==> src/rtl/res_bcd_display_if.sv <==
// Result/display bundle between the calculator core, the BCD display block and the board pins.
// The master side drives the result and load strobe; the slave side converts and drives the display.
interface res_bcd_display_if;
    logic [7:0]  res;
    logic        load;
    logic        busy;
    logic [11:0] digits;
    logic [6:0]  seg;
    logic [2:0]  an;

    modport master (output res, load, input  busy, digits, seg, an);
    modport slave  (input  res, load, output busy, digits, seg, an);
endinterface

==> src/rtl/res_bcd_display.sv <==
// Sequential double-dabble binary-to-BCD converter driving a 3-digit multiplexed
// common-anode seven-segment display with leading-zero blanking.
module res_bcd_display #(
    parameter int REFRESH_DIV = 16
) (
    input  logic               clk,
    input  logic               reset,
    res_bcd_display_if.slave   bus
);
    localparam int             CW   = (REFRESH_DIV > 2) ? $clog2(REFRESH_DIV) : 1;
    localparam logic [CW-1:0]  LAST = CW'(REFRESH_DIV - 1);

    typedef enum logic {IDLE = 1'b0, SHIFT = 1'b1} state_t;

    state_t      r_state, w_state_nxt;
    logic [7:0]  r_bin, w_bin_nxt;
    logic [11:0] r_bcd, w_bcd_nxt, w_adj;
    logic [2:0]  r_cnt, w_cnt_nxt;
    logic [11:0] r_digits, w_digits_nxt;

    // Add-3 correction per nibble; 4-bit wrap is safe since nibbles never exceed 9.
    for (genvar g = 0; g < 3; g++) begin : g_adj
        assign w_adj[4*g +: 4] = (r_bcd[4*g +: 4] >= 4'd5) ? r_bcd[4*g +: 4] + 4'd3
                                                            : r_bcd[4*g +: 4];
    end

    always_comb begin
        w_state_nxt  = r_state;
        w_bin_nxt    = r_bin;
        w_bcd_nxt    = r_bcd;
        w_cnt_nxt    = r_cnt;
        w_digits_nxt = r_digits;
        case (r_state)
            IDLE: begin
                if (bus.load) begin
                    w_bin_nxt   = bus.res;
                    w_bcd_nxt   = 12'h000;
                    w_cnt_nxt   = 3'd0;
                    w_state_nxt = SHIFT;
                end
            end
            SHIFT: begin
                w_bcd_nxt = {w_adj[10:0], r_bin[7]};
                w_bin_nxt = {r_bin[6:0], 1'b0};
                w_cnt_nxt = r_cnt + 3'd1;
                if (r_cnt == 3'd7) begin
                    w_digits_nxt = {w_adj[10:0], r_bin[7]};
                    w_state_nxt  = IDLE;
                end
            end
            default: w_state_nxt = IDLE;
        endcase
    end

    always_ff @(posedge clk or negedge reset) begin
        if (!reset) begin
            r_state  <= IDLE;
            r_bin    <= 8'h00;
            r_bcd    <= 12'h000;
            r_cnt    <= 3'd0;
            r_digits <= 12'h000;
        end else begin
            r_state  <= w_state_nxt;
            r_bin    <= w_bin_nxt;
            r_bcd    <= w_bcd_nxt;
            r_cnt    <= w_cnt_nxt;
            r_digits <= w_digits_nxt;
        end
    end

    assign bus.busy   = (r_state == SHIFT);
    assign bus.digits = r_digits;

    // Scan: 0=units, 1=tens, 2=hundreds; free-running, independent of conversions.
    logic [CW-1:0] r_refresh;
    logic [1:0]    r_sel;

    always_ff @(posedge clk or negedge reset) begin
        if (!reset) begin
            r_refresh <= '0;
            r_sel     <= 2'd0;
        end else if (r_refresh == LAST) begin
            r_refresh <= '0;
            r_sel     <= (r_sel == 2'd2) ? 2'd0 : r_sel + 2'd1;
        end else begin
            r_refresh <= r_refresh + 1'b1;
        end
    end

    logic [2:0] w_an;
    logic [3:0] w_nib;
    logic       w_blank;
    logic [6:0] w_seg;
    logic       w_h_zero, w_t_zero;

    assign w_h_zero = (r_digits[11:8] == 4'd0);
    assign w_t_zero = (r_digits[7:4]  == 4'd0);

    always_comb begin
        w_an    = 3'b110;
        w_nib   = r_digits[3:0];
        w_blank = 1'b0;
        case (r_sel)
            2'd1: begin
                w_an    = 3'b101;
                w_nib   = r_digits[7:4];
                w_blank = w_h_zero && w_t_zero;
            end
            2'd2: begin
                w_an    = 3'b011;
                w_nib   = r_digits[11:8];
                w_blank = w_h_zero;
            end
            default: ;
        endcase
    end

    always_comb begin
        w_seg = 7'b1111111;
        case (w_nib)
            4'd0: w_seg = 7'b1000000;
            4'd1: w_seg = 7'b1111001;
            4'd2: w_seg = 7'b0100100;
            4'd3: w_seg = 7'b0110000;
            4'd4: w_seg = 7'b0011001;
            4'd5: w_seg = 7'b0010010;
            4'd6: w_seg = 7'b0000010;
            4'd7: w_seg = 7'b1111000;
            4'd8: w_seg = 7'b0000000;
            4'd9: w_seg = 7'b0010000;
            default: w_seg = 7'b1111111;
        endcase
        if (w_blank) w_seg = 7'b1111111;
    end

    assign bus.an  = w_an;
    assign bus.seg = w_seg;
endmodule
==> src/flat_wrapper.sv <==
// flat-port wrapper written by rule: the top's interface ports become plain ports
module res_bcd_display_flat 
#(
    parameter int REFRESH_DIV = 16
)
  (clk, reset, bus_res, bus_load, bus_busy, bus_digits, bus_seg, bus_an);
  res_bcd_display_if bus_i ();
  input  logic clk;
  input  logic reset;
  input wire logic [$bits(bus_i.res)-1:0] bus_res;
  input wire logic [$bits(bus_i.load)-1:0] bus_load;
  output wire logic [$bits(bus_i.busy)-1:0] bus_busy;
  output wire logic [$bits(bus_i.digits)-1:0] bus_digits;
  output wire logic [$bits(bus_i.seg)-1:0] bus_seg;
  output wire logic [$bits(bus_i.an)-1:0] bus_an;
  assign bus_i.res = bus_res;
  assign bus_i.load = bus_load;
  assign bus_busy = bus_i.busy;
  assign bus_digits = bus_i.digits;
  assign bus_seg = bus_i.seg;
  assign bus_an = bus_i.an;
  res_bcd_display #(.REFRESH_DIV(REFRESH_DIV)) u_core (.clk(clk), .reset(reset), .bus(bus_i));
endmodule
==> config.mk <==
export PLATFORM = sky130hd
export DESIGN_NAME = res_bcd_display_flat
export DESIGN_NICKNAME = d
export VERILOG_FILES = /design/src/rtl/res_bcd_display_if.sv /design/src/rtl/res_bcd_display.sv /design/src/flat_wrapper.sv
export SDC_FILE = /design/constraint.sdc
export NUM_CORES = 1
export LEC_CHECK = 0
export ABC_AREA = 1
export CORE_UTILIZATION = 43
export DETAILED_ROUTE_END_ITERATION = 16
export HOLD_SLACK_MARGIN = 0.08
export PLACE_DENSITY = 0.76
export SKIP_LAST_GASP = 1
export SYNTH_ARGS = -nofsm -noshare
export SYNTH_HDL_FRONTEND = slang
export SYNTH_SLANG_ARGS = --single-unit
==> constraint.sdc <==
create_clock -name clk -period 6.6 [get_ports clk]
set_input_delay 1.32 -clock clk [delete_from_list [all_inputs] [get_ports clk]]
set_output_delay 1.32 -clock clk [all_outputs]
set_load 0.03 [all_outputs]
==> results.ini <==
[critical_path]
cp-end-kind = output pin
crit_path_max_fanout = 10
r2r_cells = 3
critPathKind = reg2out
required_ps = 5280
cp.arrival_ps = 2860
startpoint_type = register

[yosys]
netlist_area_sq_um = 2280
synth_top_area_share_pct = 46.10
synth_cell_types = 27
synth_fp_nets = 304
syn_avg_cell_area_sq_um = 8.230
netlist_instances = 277
yosysWarnings = 0
synth_area_leader_cell = dfrtp_1
synth-seq-area-share_pct = 46.10
synth-seq-cells = 42
synth_area_leaders = dfrtp_1 46%, nand2_1 12%, ha_1 8.8%, nand3_1 6.1%, inv_1 5.8%

[sta]
finalClockSkew_ps = 5.349
drv_slew = 0
min_period_ps = 4184
grt_setup_unrepaired = no
fmax_ghz = 0.2390
hold_viol_final = 0
worst_slew_pin_slew_ps = 922.2
final.setup.tns_ps = 0
relSlewSlack_pct = 38.52
min_period_over_period_pct = 63.39
finalSetupViolations = 0

[global_routing]
grt_max_degree = 43
antenna_found_initial = 0
grt_remaining_overflow = 0
grt_first_pass_wirelength_um = 8231
grt_pass1_vias = 1820
grt_use_total_pct = 19.55

[clock_tree]
cts_setup_buffers = 0
clkLatencyLatePin_ps = 290
cts-resized-gates = 0
cts_made_buffers = 5
cts_tree = done
htreeDepth = 2
clock_sinks = 42
hold_buffers = 0
ctsRootBufferMaster = clkbuf_8
clk_path_buf_depth = 2
clkTransAtPathRegs_ps = 70

[placed_design]
gp_congestion = 0.8453
dp_hpwl_um = 3472
io_buffers = 33

[power]
p_switching_mw = 0.6558
p_seq_share_pct = 32.0
ir_drop_uv = 218.5
intPower_mw = 0.7951
power.total_mw = 1.451
power_density_nw_per_um2 = 523.5
p_comb_share_pct = 53.8
p_leak_nw = 1.357
power_frac_clock_pct = 14.2
swShare_pct = 45.20

[drt]
vias_per_cell = 5.097
wirelength_met1_um = 2169
routed-wl-met3_um = 157
drt_first_pass_iters = 5
postRouteWirelength_um = 4723
num_vias = 1942
drc = 0
ant_nets = 0
drt_iter0_markers = 61
highest_layer = met4
post_drt_wl_per_cell_um = 12.40
route.met2.wl_um = 2316

[finish]
antennaDiodeCount = 0
area_growth_pct = 21.57
nNetsFinal = 338
drive_above_1_share_pct = 5.788

[floorplanning]
dieHeight_um = 74.81
die_w_um = 74.81
core-area_sq_um = 5107
placementRows = 26
start_util_pct = 44.63
io_pins = 34
fp.dieArea_sq_um = 5597

[flow_run]
max-cap-violations = 0

[min_path]
hold_class = reg2reg
holdPathStages = 1

[status]
status = finished, final reports clean

==> power by group through the flow <==
stage / clock (mW) / combinational, mW / sequential (mW)
after detailed placement: 0 / 0.778 / 0.469
after global placement: 0 / 0.757 / 0.466
final: 0.206 / 0.780 / 0.465
after CTS: 0.210 / 0.786 / 0.464
after global routing: 0.219 / 0.876 / 0.485
after floorplan: 0 / 0.487 / 0.501
==> sequential cells by signal (all words and copies together), names as in the netlist <==
| signal | count |
|---|---|
| u_core.bus.busy | 1 |
| u_core.bus.digits | 12 |
| u_core.r_bcd | 12 |
| u_core.r_bin | 8 |
| u_core.r_cnt | 3 |
| u_core.r_refresh | 4 |
| u_core.r_sel | 2 |
==> path summary, 6_finish.rpt <==
check / startpoint / to / slack (ps)
max in group asynchronous: reset / u_core.r_bcd[7]$_DFFE_PN0P_ / 4860
max reg2reg: u_core.bus.busy$_DFF_PN0_ / u_core.r_bcd[5]$_DFFE_PN0P_ / 4470
min in group asynchronous: reset / u_core.bus.digits[11]$_DFFE_PN0P_ / 1160
min reg2reg: u_core.r_cnt[0]$_DFFE_PN0P_ / u_core.r_cnt[0]$_DFFE_PN0P_ / 490
min: u_core.r_cnt[0]$_DFFE_PN0P_ / u_core.r_cnt[0]$_DFFE_PN0P_ / 490
max: u_core.r_sel[0]$_DFFE_PN0N_ / bus_seg[1] / 2420
==> Yosys cell counts (all sizes together) <==
master  count
nand2      78
dfrtp      42
inv        36
nand3      28
o21ai      26
ha         16
nor3        9
a221oi      7
nor2        7
o22ai       6
buf         4
a21oi       3
clkinv      3
a22o        2
clkbuf      2
nand4       2
o211ai      2
or2         2
xor2        2
==> metrics by stage <==
| stage | utilization (%) | hold WS, ps | cells | worst slack [ps] | instance area, sq um |
|---|---|---|---|---|---|
| detailed placement | 52.06 | 486.7 | 374 | 2736 | 2659 |
| finish | 54.26 | 487.6 | 381 | 2416 | 2771 |
| floorplan | - | 453.2 | 277 | 3060 | 2280 |
| CTS | 54.26 | 497.5 | 381 | 2411 | 2771 |
| global placement | 52.06 | 474.6 | 374 | 2863 | 2659 |
| global route | 54.26 | 530.5 | 381 | 2205 | 2771 |
==> worst max-delay path: stages, from the launching register on <==
cell and delay [ps]:
dfrtp_1 390, inv_1 90, ha_1 430, inv_2 140, nand2_1 60, nand2_1 160
inv_1 110, ha_1 300, o211ai_1 190, clkdlybuf4s50_1 700
==> kinds of logic after synthesis <==
kind of cell,share of synthesized area [%]
compound gates,12.29
xor+xnor,0.7685
fa+ha+maj,8.781
buf+inv,7.958
flops,46.10
simple gates,24.09
==> cell usage in the layout (no fill, tap or decap), types with 2 or more instances in the layout <==
master            n
clkdlybuf4s50_1  32
o21ai_0          25
inv_1            35
a221oi_1          7
clkinv_1          2
nand2_1          74
o211ai_1          2
o22ai_1           6
ha_1             16
nand2_2           3
xor2_1            2
a22o_1            2
nor3_1            9
dfrtp_1          42
a21oi_1           3
clkbuf_8          6
nand3_1          28
nor2_1            6
nand4_1           2
==> final cells by class <==
type | instances | area, sq um
fill | 471 | 2336
sequential | 42 | 1051
multi-input combinational | 190 | 1047
timing repair buffer | 33 | 325.3
inverter | 39 | 147.6
tap | 70 | 87.58
clock buffer | 6 | 82.58
clock inverter | 1 | 30.03
==> routing by layer <==
metal | GRT usage (%) | vias to the layer above
met2 | 33.23 | 45
met1 | 24.72 | 903
met3 | 4.016 | 8
met4 | 7.128 | 0
li1 | - | 986
met5 | 0 | -
Power figures use the tool's default switching activity.
